`src/rtl/rv32v_pkg.sv`:
```
// rv32v_pkg: RV32V encodings, sequencer state and micro-op field bundle.
package rv32v_pkg;
  localparam logic [11:0] RV32V_CSR_VL = 12'hC20;
  typedef enum logic [6:0] {OPC_V = 7'b1010111} rv32v_opcode_t;
  typedef enum logic [2:0] {
    F3_IVV = 3'd0, F3_FVV = 3'd1, F3_MVV = 3'd2, F3_IVI = 3'd3,
    F3_IVX = 3'd4, F3_FVF = 3'd5, F3_MVX = 3'd6, F3_SETVL = 3'd7
  } rv32v_funct3_t;
  typedef enum logic [5:0] {
    F6_VFADD = 6'b000000, F6_VFSUB = 6'b000010, F6_VSLIDEUP = 6'b001110,
    F6_VSLIDEDOWN = 6'b001111, F6_VFDIV = 6'b100000, F6_VFRDIV = 6'b100001,
    F6_VFMUL = 6'b100100
  } rv32v_funct6_t;
  typedef enum logic [1:0] {IDLE, ISSUE, WB} rv32v_seq_state_t;
  typedef struct packed {
    logic [5:0]  funct6;
    logic [2:0]  funct3;
    logic [4:0]  vd;
    logic [4:0]  vs1;
    logic [4:0]  vs2;
    logic [31:0] scalar;
  } rv32v_uop_t;
endpackage

```
`src/rtl/rv32v_legal_check.sv`:
```
// rv32v_legal_check: funct3/funct6/vm legality table; masked ops legal only with RV32V_MASK_EN.
module rv32v_legal_check
  import rv32v_pkg::*;
(
  input  logic [2:0] funct3,
  input  logic [5:0] funct6,
  input  logic       vm,
  output logic       legal
);
  localparam logic MASK_EN =
`ifdef RV32V_MASK_EN
    1'b1;
`else
    1'b0;
`endif
  logic fp, slide;
  always_comb begin
    fp = funct6 inside {F6_VFADD, F6_VFSUB, F6_VFMUL, F6_VFDIV};
    slide = funct6 inside {F6_VSLIDEUP, F6_VSLIDEDOWN};
    legal = funct3 == F3_SETVL || ((vm || MASK_EN) &&
            ((fp && funct3 inside {F3_FVV, F3_FVF}) ||
             (funct6 == F6_VFRDIV && funct3 == F3_FVF) ||
             (slide && funct3 inside {F3_IVI, F3_IVX})));
  end
endmodule

```
`src/rtl/rv32v_sequencer.sv`:
```
// rv32v_sequencer: owns VL, splits vector ops into LANES-wide micro-ops.
// Optional RV32V_MASK_EN adds v0_mask and enables vm=0 instructions.
module rv32v_sequencer
  import rv32v_pkg::*;
#(
  parameter int LANES  = 4,
  parameter int MAX_VL = 32,
  parameter int VL_W   = $clog2(MAX_VL + 1)
) (
  input  logic              clk,
  input  logic              rst_n,
  input  logic              inst_valid,
  output logic              inst_ready,
  input  logic [31:0]       inst,
  input  logic [31:0]       rs1_value,
  output logic              wb_valid,
  input  logic              wb_ready,
  output logic [4:0]        wb_rd,
  output logic [31:0]       wb_data,
  output logic              uop_valid,
  input  logic              uop_ready,
  output logic [5:0]        uop_funct6,
  output logic [2:0]        uop_funct3,
  output logic [4:0]        uop_vd,
  output logic [4:0]        uop_vs1,
  output logic [4:0]        uop_vs2,
  output logic [31:0]       uop_scalar,
  output logic [VL_W-1:0]   uop_base,
  output logic [LANES-1:0]  uop_lane_en,
  output logic              uop_last,
  output logic              illegal,
  output logic [VL_W-1:0]   vl
`ifdef RV32V_MASK_EN
  ,
  input  logic [MAX_VL-1:0] v0_mask
`endif
);
  rv32v_seq_state_t state;
  rv32v_uop_t uop_q;
  logic [VL_W-1:0] base, new_vl;
  logic [LANES-1:0] msk;
  logic legal;
  rv32v_legal_check u_legal (
    .funct3(inst[14:12]),
    .funct6(inst[31:26]),
    .vm    (inst[25]),
    .legal (legal)
  );
`ifdef RV32V_MASK_EN
  logic vm_q;
  assign msk = vm_q ? '1 : LANES'(v0_mask >> base);
`else
  assign msk = '1;
`endif
  assign new_vl = rs1_value > 32'(MAX_VL) ? VL_W'(MAX_VL) : VL_W'(rs1_value);
  assign inst_ready = state == IDLE;
  assign wb_valid = state == WB;
  assign uop_valid = state == ISSUE;
  assign uop_funct6 = uop_q.funct6;
  assign uop_funct3 = uop_q.funct3;
  assign uop_vd = uop_q.vd;
  assign uop_vs1 = uop_q.vs1;
  assign uop_vs2 = uop_q.vs2;
  assign uop_scalar = uop_q.scalar;
  assign uop_base = base;
  assign uop_last = state == ISSUE && int'(base) + LANES >= int'(vl);
  always_comb
    for (int i = 0; i < LANES; i++)
      uop_lane_en[i] = state == ISSUE && int'(base) + i < int'(vl) && msk[i];
  always_ff @(posedge clk) begin
    if (!rst_n) begin
      state <= IDLE;
      vl <= '0;
      base <= '0;
      uop_q <= '0;
      illegal <= 1'b0;
      wb_rd <= '0;
      wb_data <= '0;
`ifdef RV32V_MASK_EN
      vm_q <= 1'b1;
`endif
    end else begin
      illegal <= 1'b0;
      case (state)
        IDLE:
          if (inst_valid) begin
            if (inst[6:0] != OPC_V || !legal) illegal <= 1'b1;
            else if (inst[14:12] == F3_SETVL) begin
              vl <= new_vl;
              wb_rd <= inst[11:7];
              wb_data <= 32'(new_vl);
              state <= WB;
            end else if (vl != '0) begin
              uop_q <= '{funct6: inst[31:26], funct3: inst[14:12], vd: inst[11:7],
                         vs1: inst[19:15], vs2: inst[24:20],
                         scalar: inst[14:12] == F3_IVI ? {27'd0, inst[19:15]} : rs1_value};
`ifdef RV32V_MASK_EN
              vm_q <= inst[25];
`endif
              base <= '0;
              state <= ISSUE;
            end
          end
        ISSUE:
          if (uop_ready) begin
            if (uop_last) state <= IDLE;
            else base <= base + VL_W'(LANES);
          end
        WB: if (wb_ready) state <= IDLE;
        default: state <= IDLE;
      endcase
    end
  end
endmodule
```
`config.mk`:
```
export PLATFORM = sky130hd
export DESIGN_NAME = rv32v_sequencer
export DESIGN_NICKNAME = d
export VERILOG_FILES = /design/src/rtl/rv32v_pkg.sv /design/src/rtl/rv32v_legal_check.sv /design/src/rtl/rv32v_sequencer.sv
export SDC_FILE = /design/constraint.sdc
export NUM_CORES = 1
export LEC_CHECK = 0
export CORE_ASPECT_RATIO = 2
export CORE_UTILIZATION = 40
export CTS_CLUSTER_SIZE = 24
export DETAILED_ROUTE_END_ITERATION = 7
export GPL_TIMING_DRIVEN = 0
export HOLD_SLACK_MARGIN = 0.05
export PLACE_DENSITY = 0.84
export SYNTH_ARGS = -nofsm -noshare
export SYNTH_HDL_FRONTEND = slang
export SYNTH_SLANG_ARGS = --single-unit
```
`constraint.sdc`:
```
create_clock -name clk -period 3.9 [get_ports clk]
set_input_delay 0.39 -clock clk [delete_from_list [all_inputs] [get_ports clk]]
set_output_delay 0.39 -clock clk [all_outputs]
set_load 0.05 [all_outputs]
```
==> results_dict.tcl <==
set metrics [dict create \
    crit_path_start_kind "flip-flop" \
    tightest_slew_ps 547 \
    relSlewSlack_pct 63.2 \
    start_util_pct 41.3 \
    syn_to_final_growth_pct 53.4 \
    cts_hold_buf 0 \
    core-area_sq_um 9700 \
    die_y_um 143 \
    ctsResizeCount 0 \
    syn_area_sq_um 4000 \
    synth_cell_types 45 \
    die_x_um 72.7 \
    post_cts_buffers 0 \
    num_vias 4394 \
    worst_setup_path_end_kind "primary output" \
    finalHoldViolations 0 \
    async_flop_share_pct 0 \
    clock.fmax_mhz 269 \
    final_nets 752 \
    synth_cells 475 \
    antenna_found_initial 0 \
    wl_per_cell_um 17.1 \
    cellLeakagePower_nw 2.24 \
    cp_slowest_cell "clkdlybuf4s50_1" \
    clk_latency_ps 340 \
    ir_drop_mv 0.203 \
    finalSetupViolCount 0 \
    fillCellCount 852 \
    drt_first_pass_iters 5 \
    cts_buffers 9 \
    insertedDiodeCount 0 \
    clk_path_buf_depth 2 \
    hpwl_um 10900 \
    num_io_pins 183 \
    grt_pass1_vias 4248 \
    worst-path-max-fanout 8 \
    grt_pass1_wl_um 20800 \
    drv_slew 0 \
    ys_seq_area_share_pct 37.0 \
    mostFrequentLayoutCell "clkdlybuf4s50_1" \
    dieArea_sq_um 10400 \
    status "complete, no violations" \
    grt_max_degree 14 \
    placed_area_sq_um 5810 \
    portBuffers 154 \
    slowest_delay_ps 820 \
    drt_iter0_drc 206 \
    wl_um 13700 \
    fin_crit_sh_pct 95.2 \
    synth.top_cell.area_share_pct 37.0 \
    synth_warnings 0 \
    period_minus_slack_ps 3710 \
    gp_congestion 0.956 \
    tns_ps 0 \
    crit_buf_inv 1 \
    crit_family "buffers and inverters" \
    avgViaCountPerCell 5.47 \
    path_class "flip-flop to primary output" \
    ys.flop_type "dfxtp_1" \
    critPathRequiredTime_ps 3510 \
    ys_ff_latch 74 \
    rsz0062_at_grt "false" \
    crit_top_cell "ha_1" \
    max_cap_violations 0 \
    grt_overflow 0 \
    rows 51 \
    drc 0 \
    worst_ep_arrival_time_ps 3320 \
    ant_nets 0 \
    synth_area_leaders "dfxtp_1, a21boi_1, o21ai_0" \
    clkTransAtPathRegs_ps 60 \
    finalPower_mw 1.90 \
    grt_usage_pct 26.5 \
    cts_tree "built" \
    synth_edf_count 0 \
    cts.sinks 74 \
    crit_chain "ha_1, ha_1, nand2_1, o31ai_1, a31oi_1, nor2_1, clkdlybuf4s50_1" \
    final_cell_mix "clkdlybuf4s50_1, dfxtp_1, o21ai_0" \
    drive_above_1_share_pct 10.3 \
    clockRootBuffer "clkbuf_16" \
    htree_levels 3 \
    fin_skew_ps 9.10 \
    power.density_nw_per_um2 310 \
    min_path_type "flip-flop to flip-flop" \
    final_area_sq_um 6140 \
    avgSynthCellArea_sq_um 8.42 \
    yosysTopAreaCell "dfxtp_1" \
]
## tightest hold or removal path, stage by stage (launching register included)
cell	delay (ps)
dfxtp_1	320
nand2_1	60
a21oi_1	30
## power breakdown
group,switching (mW),total [mW],internal [mW]
registers,0.000145,0.756,0.756
logic,0.133,0.238,0.105
clock network,0.330,0.909,0.579
total,0.464,1.90,1.44
## per-stage QoR
step           hold WS, ps  utilization [%]  setup slack [ps]  std cells
3_5_place_dp           435             59.9               645        788
4_1_cts                445             63.3               285        804
2_1_floorplan          518                -               495        502
6_report               452             63.3               188        804
5_1_grt                496             63.3               126        804
3_3_place_gp           431             59.9               685        788
## logic make-up after synthesis
logic type,synth area share [%]
mux,1.41
fa+ha+maj,5.00
compound gates,26.3
flops,37.0
buf+inv,11.4
xor+xnor,0.438
simple gates,18.4
other cells,0.0937
## cells in the mapped netlist (all sizes together), types with 3 or more instances
| library cell | n |
|---|---|
| nand4 | 31 |
| dfxtp | 74 |
| nor2b | 5 |
| mux2 | 5 |
| inv | 11 |
| ha | 16 |
| buf | 43 |
| nor4 | 7 |
| nand2b | 5 |
| o21ai | 62 |
| nor2 | 7 |
| a211oi | 5 |
| nand3 | 34 |
| o21a | 3 |
| clkbuf | 30 |
| nor3 | 3 |
| a21boi | 65 |
| a221o | 3 |
| a21oi | 9 |
| nand2 | 30 |
## layer usage
metal  global-route usage [%]  wire [um]
met2                     50.6       7560
met5                        0          0
met1                     24.9       4540
met3                     4.14        913
met4                     17.8        739
## flip-flops by register name, summed over array words and instances (netlist names)
name,flops
illegal,1
state,2
uop_base,4
uop_funct3,3
uop_funct6,6
uop_scalar,32
uop_vd,5
uop_vs1,5
uop_vs2,5
vl,6
wb_rd,5
## final cells by class
cell class	instances	area (sq um)	share of cell area, %
tap	132	165	2.69
clock buffer	10	239	3.89
buffer	73	413	6.73
inverter	11	41.3	0.673
timing repair buffer	154	1540	25.1
clock inverter	6	90.1	1.47
sequential	74	1480	24.1
multi-input combinational	344	2170	35.3
## final timing paths
check,start,to,slack (ps),depth (start not counted)
setup / recovery,uop_base[3],uop_last,190,7
hold reg to reg,uop_funct6[4],uop_funct6[4],450,2
setup reg to reg,uop_base[3],uop_base[3],1100,7
hold / removal,uop_funct6[4],uop_funct6[4],450,2
(Power assumes the default switching activity.)
